<file path="config.mk">
export PLATFORM = sky130hd
export DESIGN_NAME = reg_file_acc_sb
export DESIGN_NICKNAME = d
export VERILOG_FILES = /design/src/rtl/rf_pkg.sv /design/src/rtl/reg_file_acc_sb_scoreboard.sv /design/src/rtl/reg_file_acc_sb.sv
export SDC_FILE = /design/constraint.sdc
export NUM_CORES = 1
export LEC_CHECK = 0
export CAP_MARGIN = 20
export CORE_MARGIN = 2
export CORE_UTILIZATION = 55
export DETAILED_ROUTE_END_ITERATION = 8
export PLACE_DENSITY_LB_ADDON = 0.2
export SYNTH_ARGS = -nofsm -noshare
export SYNTH_HDL_FRONTEND = slang
export SYNTH_SLANG_ARGS = --single-unit
</file>
<file path="constraint.sdc">
create_clock -name clk -period 3.9 [get_ports clk]
set_clock_uncertainty 0.15 [all_clocks]
set_input_delay 0.975 -clock clk [delete_from_list [all_inputs] [get_ports clk]]
set_output_delay 0.975 -clock clk [all_outputs]
set_load 0.02 [all_outputs]
</file>
<file path="src/rtl/rf_pkg.sv">
`default_nettype none
// ============================================================================
//  Module   : rf_pkg
//  Brief    : Shared widths, types and constants for the accumulator register
//             file and its load scoreboard.
//  Revision : 1.0
// ============================================================================
package rf_pkg;

    localparam int RF_W    = 8;     // default data width
    localparam int RF_D    = 4;     // default address width (2**RF_D registers)
    localparam int ACC_IDX = 0;     // default accumulator register index

    typedef logic [RF_D-1:0] addr_t;
    typedef logic [RF_W-1:0] word_t;

endpackage : rf_pkg
`default_nettype wire

</file>
<file path="src/rtl/reg_file_acc_sb_scoreboard.sv">
`default_nettype none
// ============================================================================
//  Module   : reg_scoreboard
//  Brief    : One pending bit per register tracking outstanding loads, and
//             the decode stall derived from live reads of pending registers.
//  Revision : 1.0
// ============================================================================
module reg_scoreboard #(
    parameter int          D      = 4,
    parameter int unsigned ACC    = 0,
    parameter bit          BYPASS = 1'b1
) (
    input  logic         clk,
    input  logic         rst_n,
    input  logic         i_ld_issue,
    input  logic [D-1:0] i_ld_addr,
    input  logic         i_we1,
    input  logic [D-1:0] i_waddr1,
    input  logic         i_ren_b,
    input  logic [D-1:0] i_raddr_b,
    input  logic         i_ren_c,
    input  logic [D-1:0] i_raddr_c,
    output logic         o_stall
);

    localparam int           c_NREG     = 2**D;
    localparam logic [D-1:0] c_ACC_ADDR = ACC[D-1:0];

    logic [c_NREG-1:0] r_pending;
    logic [c_NREG-1:0] w_pending_nxt;
    logic              w_fwd_b;
    logic              w_fwd_c;
    logic              w_fwd_acc;

    // Next pending vector: load return clears, a new issue sets and wins on collision
    always_comb begin
        w_pending_nxt = r_pending;
        if (i_we1) begin
            w_pending_nxt[i_waddr1] = 1'b0;
        end
        if (i_ld_issue) begin
            w_pending_nxt[i_ld_addr] = 1'b1;
        end
    end

    // Pending state, cleared asynchronously on reset
    always_ff @(posedge clk or negedge rst_n) begin
        if (!rst_n) begin
            r_pending <= '0;
        end else begin
            r_pending <= w_pending_nxt;
        end
    end

    // A load returning this cycle is forwarded to the reader, so it need not wait
    assign w_fwd_b   = BYPASS && i_we1 && (i_waddr1 == i_raddr_b);
    assign w_fwd_c   = BYPASS && i_we1 && (i_waddr1 == i_raddr_c);
    assign w_fwd_acc = BYPASS && i_we1 && (i_waddr1 == c_ACC_ADDR);

    // Accumulator is always read, so its pending bit stalls unconditionally
    assign o_stall = (i_ren_b && r_pending[i_raddr_b] && !w_fwd_b)
                   | (i_ren_c && r_pending[i_raddr_c] && !w_fwd_c)
                   | (r_pending[c_ACC_ADDR] && !w_fwd_acc);

endmodule : reg_scoreboard
`default_nettype wire

</file>
<file path="src/rtl/reg_file_acc_sb.sv">
`default_nettype none
// ============================================================================
//  Module   : reg_file_acc_sb
//  Brief    : Accumulator-style register file with two write ports (ALU,
//             load return), two general read ports plus the fixed ACC port,
//             optional write-to-read bypass and a load scoreboard stall.
//  Revision : 1.0
// ============================================================================
module reg_file_acc_sb
    import rf_pkg::*;
#(
    parameter int          W      = RF_W,
    parameter int          D      = RF_D,
    parameter int unsigned ACC    = ACC_IDX,
    parameter bit          BYPASS = 1'b1
) (
    input  logic         clk,
    input  logic         rst_n,
    input  logic         we0,
    input  logic [D-1:0] waddr0,
    input  logic [W-1:0] wdata0,
    input  logic         we1,
    input  logic [D-1:0] waddr1,
    input  logic [W-1:0] wdata1,
    input  logic         ld_issue,
    input  logic [D-1:0] ld_addr,
    input  logic         ren_b,
    input  logic [D-1:0] raddrB,
    input  logic         ren_c,
    input  logic [D-1:0] raddrC,
    output logic [W-1:0] data_outA,
    output logic [W-1:0] data_outB,
    output logic [W-1:0] data_outC,
    output logic         acc_zero,
    output logic         stall
);

    localparam int           c_NREG     = 2**D;
    localparam logic [D-1:0] c_ACC_ADDR = ACC[D-1:0];

    logic [W-1:0]   r_mem [c_NREG];
    logic           w_port1_wr;
    logic [3*D-1:0] w_raddr_flat;

    // Port 0 wins a same-address collision; port 1 data is dropped
    assign w_port1_wr = we1 && !(we0 && (waddr0 == waddr1));

    // Storage array, cleared asynchronously on reset
    always_ff @(posedge clk or negedge rst_n) begin
        if (!rst_n) begin
            for (int i = 0; i < c_NREG; i++) begin
                r_mem[i] <= '0;
            end
        end else begin
            if (w_port1_wr) begin
                r_mem[waddr1] <= wdata1;
            end
            if (we0) begin
                r_mem[waddr0] <= wdata0;
            end
        end
    end

    // Read port addresses: slot 0 = ACC, slot 1 = B, slot 2 = C
    assign w_raddr_flat = {raddrC, raddrB, c_ACC_ADDR};

    for (genvar g = 0; g < 3; g++) begin : g_rd
        logic [D-1:0] w_addr;
        logic [W-1:0] w_data;

        assign w_addr = w_raddr_flat[g*D +: D];

        // Stored value, overridden by same-cycle write data when bypass is on
        always_comb begin
            w_data = r_mem[w_addr];
            if (BYPASS) begin
                if (we0 && (waddr0 == w_addr)) begin
                    w_data = wdata0;
                end else if (we1 && (waddr1 == w_addr)) begin
                    w_data = wdata1;
                end
            end
        end
    end

    assign data_outA = g_rd[0].w_data;
    assign data_outB = g_rd[1].w_data;
    assign data_outC = g_rd[2].w_data;

    // Zero flag follows the stored accumulator, never the forwarded value
    assign acc_zero = (r_mem[c_ACC_ADDR] == '0);

    reg_scoreboard #(
        .D      (D),
        .ACC    (ACC),
        .BYPASS (BYPASS)
    ) u_scoreboard (
        .clk        (clk),
        .rst_n      (rst_n),
        .i_ld_issue (ld_issue),
        .i_ld_addr  (ld_addr),
        .i_we1      (we1),
        .i_waddr1   (waddr1),
        .i_ren_b    (ren_b),
        .i_raddr_b  (raddrB),
        .i_ren_c    (ren_c),
        .i_raddr_c  (raddrC),
        .o_stall    (stall)
    );

endmodule : reg_file_acc_sb
`default_nettype wire
</file>
==> results of run 1 <==
cell usage after synthesis, types with 3 or more instances:
cell | instances | area (um^2)
nand3_1 | 12 | 60.1
buf_6 | 4 | 45.0
clkbuf_1 | 51 | 191
nor2_1 | 115 | 432
a22oi_1 | 32 | 240
o32ai_1 | 3 | 26.3
xnor2_1 | 5 | 43.8
xor2_1 | 12 | 105
mux4_2 | 71 | 1600
buf_4 | 9 | 67.6
nor2b_1 | 8 | 50.1
mux2i_1 | 147 | 1470
buf_1 | 6 | 22.5
o21ai_2 | 4 | 35.0
o21ai_0 | 55 | 275
o21ai_1 | 22 | 110
xnor2_2 | 3 | 48.8
buf_2 | 20 | 100
dfrtp_1 | 144 | 3600
nand2_1 | 82 | 308
a21oi_1 | 96 | 480
nand3b_1 | 5 | 37.5
inv_1 | 5 | 18.8
o21ai_4 | 11 | 179
nand2b_1 | 4 | 25.0
nor3_1 | 8 | 40.0
how the worst max path moves through the flow:
stage	start	end	slack, ps	cells past startpoint
3_5_place_dp	we1	data_outA[1]	-580	7
5_1_grt	raddrB[0]	data_outB[4]	-30	9
6_report	raddrB[0]	data_outB[4]	30	9
4_1_cts	raddrC[0]	data_outC[7]	1	8
3_3_place_gp	raddrC[2]	stall	-560	6
2_1_floorplan	waddr1[0]	data_outA[0]	80	7
where the power goes:
group	internal, W	switching (W)
sequential	0.00188	0.000316
clock	0.000940	0.000654
combinational	0.000923	0.000848
flip-flops by register name, summed over array words and instances, names as in the netlist:
| signal | count |
|---|---|
| u_scoreboard.r_pending | 16 |
| r_mem | 128 |
metrics by stage:
stage	setup TNS, ps	setup WS [ps]	area (um^2)	cells	util, %
finish	0	26.0	12200	1329	70.5
global route	-75.4	-34.9	12200	1329	70.5
CTS	0	1.41	12100	1317	69.5
detailed placement	-11670	-577	11500	1283	66.1
global placement	-11580	-560	11500	1283	66.1
floorplan	0	82.5	9800	956	-
critical path: cells and delay by family:
kind | cells | cell delay, ps
multiplexers | 2 | 730
AND/OR/NAND/NOR | 1 | 70
buffers and inverters | 4 | 660
AO/OA/AOI/OAI | 2 | 300
kinds of logic (layout without fill, tap and decap cells):
kind of cell	count (synthesis)	after routing
and+or+nand+nor	249	249
AOI/OAI and AO/OA	227	227
muxes	220	220
DFF	144	144
buffers and inverters	96	244
xor gates and xnor gates	20	20
routing by layer:
| layer | vias up | wire, um | global-route usage, % |
|---|---|---|---|
| li1 | 3770 | - | - |
| met1 | 4182 | 12200 | 44.3 |
| met2 | 410 | 15100 | 53.4 |
| met3 | 48 | 2760 | 7.95 |
| met4 | 0 | 572 | 10.6 |
| met5 | - | 0 | 0 |
layout make-up:
cell class / instances / area, um^2
Multi-Input combinational cell: 716 / 5850
Inverter: 5 / 18.8
Clock buffer: 22 / 484
Sequential cell: 144 / 3600
Tap cell: 225 / 282
Timing Repair Buffer: 208 / 1920
Fill cell: 1309 / 5110
Clock inverter: 9 / 82.6
timing repair:
item	in CTS	in global routing
resized for setup	126	20
cloned	1	4
pin swaps	3	0
setup endpoints to repair	24	12
buffers inserted	2	8
==> impl_results.md, run 1 <==
- Outcome: finished, final reports clean
- # hold bufs at CTS: 0
- Final setup viols: 0
- Critical path class: in -> out
- Ys async rst share: 100%
- Most common flop cell mapped by yosys: dfrtp_1
- Syn_nets: between 900 and 1000
- Total power: ~0.0056 W
- CP arrival: ~2800 ps
- WL/cell: approximately 23 um
- Synth cell types: 42
- Final worst-path cycle share: slightly below 100%
- DR iter-0 viols: between 900 and 1000
- Critical Path Sink Type: primary output
- IO Pins: 69
- R2R Setup Slk: around 2900 ps
- Worst hold slack: 384 ps
- Post-synthesis mux area share: about a third
- Critical path's largest stage delay: roughly 520 ps
- Adder-cell share of the synthesized area: 0%
- Worst r2r dst: r_mem[51]$_DFF_PN0_
- H-Tree Depth: 4
- Final antenna diode count: 0
- 1st-pass router iterations: 5
- Placer Congestion: 0.919
- Xor/xnor share of the synthesized area: under 10%
- EDFF count, synth: 0
- Synth Warn #: 0
- Synth-to-layout area growth: 24.9%
- CTS Sinks: about 140
- Total die area: about 19000 um^2
- Pwr dens: approximately 450 nW/um^2
- Port Buffers: roughly 70
- Post-Syn Area: about 9800 um^2
- Minimum clock period: between 3000 and 4000 ps
- Total GRT Usage: approximately 33%
- DR vias: 8410
- Die span in y: between 100 and 150 um
- Worst EP required: 2770 ps
- Depth of the worst register-to-register path: 2
- GRT overflow: 0
- Most frequent cells in the layout: 146 x mux2i_1, 144 x dfrtp_1, 120 x buf_4
- Number of vias per cell: 6.33
- Leakage: a little under 6 nW
- CTS tree: yes
- Clk slew on worst S/H paths: roughly 60 ps
- Worst vdd ir: 0.000403 V
- Row count: 48
- Commonest non-fill, non-tap cell in the layout: mux2i_1
- Crit path top cell by count: buf_12
- First-pass GRT wire length: approximately 46000 um
- Post-Synth Simple-Gate Area: a little over a tenth
- Syn avg cell area: between 10 and 15 um^2
- FF-to-FF Start: r_mem[51]$_DFF_PN0_
- Share of cells above drive strength 1: 28.4%
- Worst-Skew Late Latency: roughly 430 ps
- Detail Route Antenna Nets: 0
- CORE AREA: between 15000 and 20000 um^2
- Initial antenna violation count: 0
- Max-slew violations: 0
- Die Span X: 137 um
- CTS max path bufs: 2
- Critical-path cell list: buf_6 -> buf_12 -> buf_12 -> mux4_2 -> a22oi_1 -> nand2_1 -> mux2i_1 -> a21oi_1 -> clkdlybuf4s15_2
- Slew margin rel.: between 50% and 60%
- FMAX: roughly 260 MHz
- HP Class: in -> async
- Worst-margin pin slew: 684 ps
- Starting Density: 56.5%
- Main combinational cell family by area after synthesis: multiplexers
- Register area share after synthesis: a little under two fifths
- Nets@finish: around 1100
- Vias in the first global route: between 8000 and 9000
- Synth Area in Compound Gates: about 14%
- Root buf cell: clkbuf_16
- Count of final hold-check violations: 0
- Crit-path slowest cell: mux4_2
- Max_cap viols: 0
- Post-route DRC violation count: 0
- Mapped Cells: 956
- Final WL: around 30000 um
- Dpl hpwl: about 22000 um
- CTS Buf Count: 17
- Crit path max fanout: 6
- CP startpoint kind: input pin
- Largest net degree at the start of global routing: 64
- #FFs+latches synth: ~140
Power figures use the tool's default switching activity.
==> run 2, diff against run 1 <==
DONT_BUFFER_PORTS = 1   (was not set)
SETUP_SLACK_MARGIN = 0.5   (was not set)
==> impl_results.md, run 2 (synthesized netlist as in run 1, its figures left out) <==
- Outcome: finished, final reports clean (unchanged)
- Final antenna diode count: 0 (unchanged)
- Nets@finish: 945 (was 1135)
- CTS Sinks: 144 (unchanged)
- Reg with most FFs: r_mem (unchanged)
- Row count: 48 (unchanged)
- M1 WL: 12000 um (was 12200 um)
- Total power: 0.00536 W (was 0.00556 W)
- # hold bufs at CTS: 0 (unchanged)
- CP arrival: 2270 ps (was 2750 ps)
- Synth-to-layout area growth: 8.34% (was 24.9%)
- Slew margin rel.: 48.4% (was 54.2%)
- Final setup viols: 0 (unchanged)
- Count of final hold-check violations: 0 (unchanged)
- Worst-margin pin slew: 774 ps (was 684 ps)
- Largest register FFs: 128 (unchanged)
- Root buf cell: clkbuf_16 (unchanged)
- Max_cap viols: 0 (unchanged)
- CTS Buf Count: 17 (unchanged)
- Most frequent cells in the layout: 147 x mux2i_1, 144 x dfrtp_1, 114 x nor2_1 (was 146 x mux2i_1, 144 x dfrtp_1, 120 x buf_4)
- Dpl hpwl: 19700 um (was 21800 um)
- Worst vdd ir: 0.000358 V (was 0.000403 V)
- H-Tree Depth: 4 (unchanged)
- Post-route DRC violation count: 0 (unchanged)
- Clk slew on worst S/H paths: 60 ps (about the same)
- CTS max path bufs: 2 (unchanged)
- DR iter-0 viols: 938 (was 908)
- Top routing layer used: met4 (unchanged)
- Critical path's largest stage delay: 450 ps (was 520 ps)
- Critical path buffers and inverters: 0 (was 4)
- Minimum clock period: 3400 ps (was 3870 ps)
- Critical-path cell list: or3b_1 -> or3_4 -> mux2i_1 -> o21ai_2 (was buf_6 -> buf_12 -> buf_12 -> mux4_2 -> a22oi_1 -> nand2_1 -> mux2i_1 -> a21oi_1 -> clkdlybuf4s15_2)
- Worst EP required: 2770 ps (about the same)
- CORE AREA: 17400 um^2 (unchanged)
- Metal3 WL: 2900 um (was 2760 um)
- Detail Route Antenna Nets: 0 (unchanged)
- Crit-path slowest cell: or3_4 (was mux4_2)
- Max-slew violations: 0 (unchanged)
- 1st-pass router iterations: 6 (was 5)
- GRT overflow: 0 (unchanged)
- Core Util, Final: 61.2% (was 70.5%)
- Seq. cell area: 3600 um^2 (unchanged)
- Largest net degree at the start of global routing: 145 (was 64)
- Pwr dens: 505 nW/um^2 (was 454 nW/um^2)
- Total die area: 18900 um^2 (unchanged)
- Critical Path Sink Type: primary output (unchanged)
- IO Pins: 69 (unchanged)
- Area of the multi-input gates: 5930 um^2 (was 5850 um^2)
- CTS tree: yes (unchanged)
- HP Class: in -> async (unchanged)
- CP startpoint kind: input pin (unchanged)
- First-pass GRT wire length: 45600 um (was 46200 um)
- RSZ-0062 raised after global routing: true
- Cell family with most CP delay: simple AND/OR/NAND/NOR gates (was multiplexers)
- Final worst-path cycle share: 87.2% (was 99.3%)
- Post-Place Cells: 1107 (was 1283)
- Port Buffers: 0 (was 68)
- Commonest non-fill, non-tap cell in the layout: mux2i_1 (unchanged)
- Post-route insts no fill: 1139 (was 1329)
- FMAX: 294 MHz (was 258 MHz)
- Largest regs: r_mem (128), u_scoreboard.r_pending (16) (unchanged)
- Finished Cell Area: 10600 um^2 (was 12200 um^2)
- Vias in the first global route: 7520 (was 8194)
- Total GRT Usage: 33.6% (was 33.1%)
- Critical path class: in -> out (unchanged)
- Metal2 WL: 14100 um (was 15100 um)
- Die span in y: 137 um (unchanged)
- Share of cells above drive strength 1: 19.8% (was 28.4%)
- Initial antenna violation count: 0 (unchanged)
- WL/cell: 26.5 um (was 23.1 um)
- DR vias: 7731 (was 8410)
- Placer Congestion: 0.958 (was 0.919)
- Crit path max fanout: 9 (was 6)
- Worst-Skew Late Latency: 430 ps (about the same)
- Final WL: 30200 um (was 30700 um)
- Number of vias per cell: 6.79 (was 6.33)
- Setup TNS: 0 ps (unchanged)
- Layout fillers: 1374 (was 1309)
- Die Span X: 137 um (unchanged)
- Starting Density: 56.5% (unchanged)
- DP Area: 9900 um^2 (was 11500 um^2)
- Leakage: 4.97 nW (was 5.91 nW)
[run 2: cell types whose count changed in the layout (fill, tap and decap cells not counted), sizes merged, moves of 4 or more]
cell and delta:
clkinv -4, clkbuf -7, clkdlybuf4s15 -5, clkdlybuf4s50 -27, buf -140, dlygate4sd2 -11
[run 2: path summary, 6_finish.rpt]
| kind | end | cells past startpoint | startpoint | slack [ps] |
|---|---|---|---|---|
| min in group clk | u_scoreboard.r_pending[6]$_DFF_PN0_ | 2 | u_scoreboard.r_pending[6]$_DFF_PN0_ | 400 |
| setup / recovery | data_outA[5] | 4 | waddr1[1] | 500 |
| max in group asynchronous | u_scoreboard.r_pending[14]$_DFF_PN0_ | 0 | rst_n | 3280 |
| hold reg to reg | u_scoreboard.r_pending[6]$_DFF_PN0_ | 2 | u_scoreboard.r_pending[6]$_DFF_PN0_ | 400 |
| hold / removal | r_mem[127]$_DFF_PN0_ | 0 | rst_n | 90 |
| setup reg to reg | r_mem[125]$_DFF_PN0_ | 2 | r_mem[125]$_DFF_PN0_ | 2830 |
[run 2: through the flow]
step | hold slack (ps) | worst slack [ps]
finish | 86.1 | 500
global route | 71.9 | 460
CTS | 78.5 | 451
detailed placement | 379 | 310
global placement | 358 | 353
floorplan | 334 | 333
[run 2: final cells by class]
type,count,area share [%]
Tap cell,225,2.65
Clock buffer,22,4.56
Timing Repair Buffer,18,1.39
Inverter,5,0.177
Sequential cell,144,33.9
Multi-Input combinational cell,716,55.8
Clock inverter,9,1.46
[run 2: routing by layer]
metal,track usage (%),vias to the layer above
li1,-,3385
met1,44.6,3810
met2,52.4,447
met3,8.61,89
met4,14.4,0
met5,0,-
[run 2: what timing repair did]
| action | in CTS | in global routing |
|---|---|---|
| setup endpoints to repair | 11 | 21 |
| setup buffers | 1 | 0 |
| resized for setup | 2 | 10 |
| pin swaps | 1 | 0 |
[run 2: report_power, final]
part	switching, W	internal (W)	total, W
Clock	0.000646	0.00113	0.00178
Sequential	0.000301	0.00188	0.00218
Combinational	0.000666	0.000739	0.00140
==> run 3, diff against run 2 <==
CORE_UTILIZATION = 30   (was 55)
DONT_BUFFER_PORTS = not set   (was 1)
==> impl_results.md, run 3 (synthesized netlist as in run 1, its figures left out) <==
- Met3 usage: 3.48% (was 8.61%)
- Outcome: finished, final reports clean (unchanged)
- FF-to-FF Start: r_mem[127]$_DFF_PN0_ (was r_mem[125]$_DFF_PN0_)
- FMAX: 263 MHz (was 294 MHz)
- CTS Buf Count: 17 (unchanged)
- Crit path max fanout: 7 (was 9)
- Post-route DRC violation count: 0 (unchanged)
- Critical path class: in -> out (unchanged)
- HP Class: in -> async (unchanged)
- Crit-path slowest cell: mux4_2 (was or3_4)
- Switching share of power: 34.7% (was 30.1%)
- Critical path buffers and inverters: 4 (was 0)
- Total die area: 34100 um^2 (was 18900 um^2)
- DR vias: 8239 (was 7731)
- Vias in the first global route: 8043 (was 7520)
- Clk network pwr share: 27.5% (was 33.2%)
- First-pass GRT wire length: 52300 um (was 45600 um)
- Root buf cell: clkbuf_16 (unchanged)
- DR iter-0 viols: 798 (was 938)
- CP arrival: 2670 ps (was 2270 ps)
- Final worst-path cycle share: 97.4% (was 87.2%)
- Largest register FFs: 128 (unchanged)
- GRT overflow: 0 (unchanged)
- Minimum clock period: 3800 ps (was 3400 ps)
- Largest net degree at the start of global routing: 70 (was 145)
- Cell family with most CP delay: multiplexers (was simple AND/OR/NAND/NOR gates)
- # hold bufs at CTS: 0 (unchanged)
- Max-slew violations: 0 (unchanged)
- Worst EP required: 2770 ps (about the same)
- Largest regs: r_mem (128), u_scoreboard.r_pending (16) (unchanged)
- Critical Path Sink Type: primary output (unchanged)
- R2R Setup Slk: 2820 ps (was 2830 ps)
- Setup TNS: 0 ps (unchanged)
- Reg with most FFs: r_mem (unchanged)
- Sequential power share: 37.8% (was 40.7%)
- Dpl hpwl: 25300 um (was 19700 um)
- Slew margin rel.: 52.8% (was 48.4%)
- H-Tree Depth: 4 (unchanged)
- Count of final hold-check violations: 0 (unchanged)
- 1st-pass router iterations: 5 (was 6)
- Global Route met2 Usage: 33.9% (was 52.4%)
- Crit path top cell by count: buf_12
- Synth-to-layout area growth: 34.7% (was 8.34%)
- Max_cap viols: 0 (unchanged)
- CTS Sinks: 144 (unchanged)
- CTS tree: yes (unchanged)
- Worst-margin pin slew: 706 ps (was 774 ps)
- Critical-path cell list: buf_12 -> buf_12 -> buf_12 -> mux4_2 -> mux4_2 -> nand3_2 -> o311ai_4 -> buf_6 (was or3b_1 -> or3_4 -> mux2i_1 -> o21ai_2)
- Total power: 0.00578 W (was 0.00536 W)
- Final setup viols: 0 (unchanged)
- Share of cells above drive strength 1: 35.5% (was 19.8%)
- Clk slew on worst S/H paths: 70 ps (was 60 ps)
- Worst vdd ir: 0.000306 V (was 0.000358 V)
- IO Pins: 69 (unchanged)
- P_sw: 0.00201 W (was 0.00161 W)
- Crit path launch: raddrC[0] (was waddr1[1])
- Die span in y: 185 um (was 137 um)
- Final WL: 34500 um (was 30200 um)
- Number of vias per cell: 5.29 (was 6.79)
- CORE AREA: 32400 um^2 (was 17400 um^2)
- Leakage: 6.03 nW (was 4.97 nW)
- Layer with the highest usage: met2 (unchanged)
- GR Util met1: 29.1% (was 44.6%)
- Most frequent cells in the layout: 144 x dfrtp_1, 133 x mux2i_1, 115 x buf_4 (was 147 x mux2i_1, 144 x dfrtp_1, 114 x nor2_1)
- Die Span X: 185 um (was 137 um)
- Commonest non-fill, non-tap cell in the layout: dfrtp_1 (was mux2i_1)
- Critical path's largest stage delay: 520 ps (was 450 ps)
- Initial antenna violation count: 0 (unchanged)
- Nets@finish: 1145 (was 945)
- Worst-Skew Late Latency: 430 ps (about the same)
- Port Buffers: 68 (was 0)
- Total GRT Usage: 21.0% (was 33.6%)
- CP startpoint kind: input pin (unchanged)
- Depth of the worst register-to-register path: 3 (was 2)
- Part of the power in combinational logic: 34.7% (was 26.2%)
- Internal cell power: 0.00378 W (was 0.00375 W)
- Pwr dens: 438 nW/um^2 (was 505 nW/um^2)
- Worst r2r dst: r_mem[127]$_DFF_PN0_ (was r_mem[125]$_DFF_PN0_)
- RSZ-0062 raised after global routing: true (unchanged)
- Row count: 66 (was 48)
- Starting Density: 30.3% (was 56.5%)
- Core Util, Final: 40.8% (was 61.2%)
- WL/cell: 22.1 um (was 26.5 um)
- Placer Congestion: 0.837 (was 0.958)
- CTS max path bufs: 2 (unchanged)
- Detail Route Antenna Nets: 0 (unchanged)
[run 3: power groups by stage]
stage	Clock, W	Combinational, W	Sequential [W]
after floorplan	0	0.00123	0.00209
after global placement	0	0.00183	0.00218
after detailed placement	0	0.00184	0.00220
after CTS	0.00161	0.00197	0.00218
after global routing	0.00168	0.00214	0.00224
final	0.00159	0.00200	0.00219
[run 3: worst max path at each step]
stage                     slack (ps)  depth (start not counted)            to
after floorplan                  330                          7  data_outA[0]
after global placement          -590                          6         stall
after detailed placement        -600                          6         stall
after CTS                         90                          8         stall
after global routing              50                          8         stall
final                            100                          8         stall
[run 3: routing by layer]
layer,vias to the layer above,wire length [um]
met5,-,0
met4,0,607
met2,278,16600
met3,29,2000
met1,4143,15300
li1,3789,-
[run 3: cell type report]
type                            count  area [um^2]
Timing Repair Buffer              218         2300
Fill cell                        3174        19200
Multi-Input combinational cell    716         6170
Sequential cell                   144         3600
Clock inverter                     14          120
Antenna cell                        1         2.50
Tap cell                          442          553
Inverter                            5         18.8
Clock buffer                       18          429
[run 3: timing repair]
item / in CTS / in global routing
buffers inserted: 11 / 5
gates resized for setup: 252 / 28
setup endpoints to repair: 25 / 25
pin swaps: 48 / 18
gates cloned: 7 / 0
[run 3: stage by stage]
step                instance area, um^2  hold WS, ps  setup slack, ps  std cells
detailed placement                11900          370             -598       1502
CTS                               13100          327             92.7       1552
global route                      13200          343             52.0       1557
global placement                  11900          364             -588       1502
finish                            13200          319              102       1558
floorplan                          9970          334              333        956
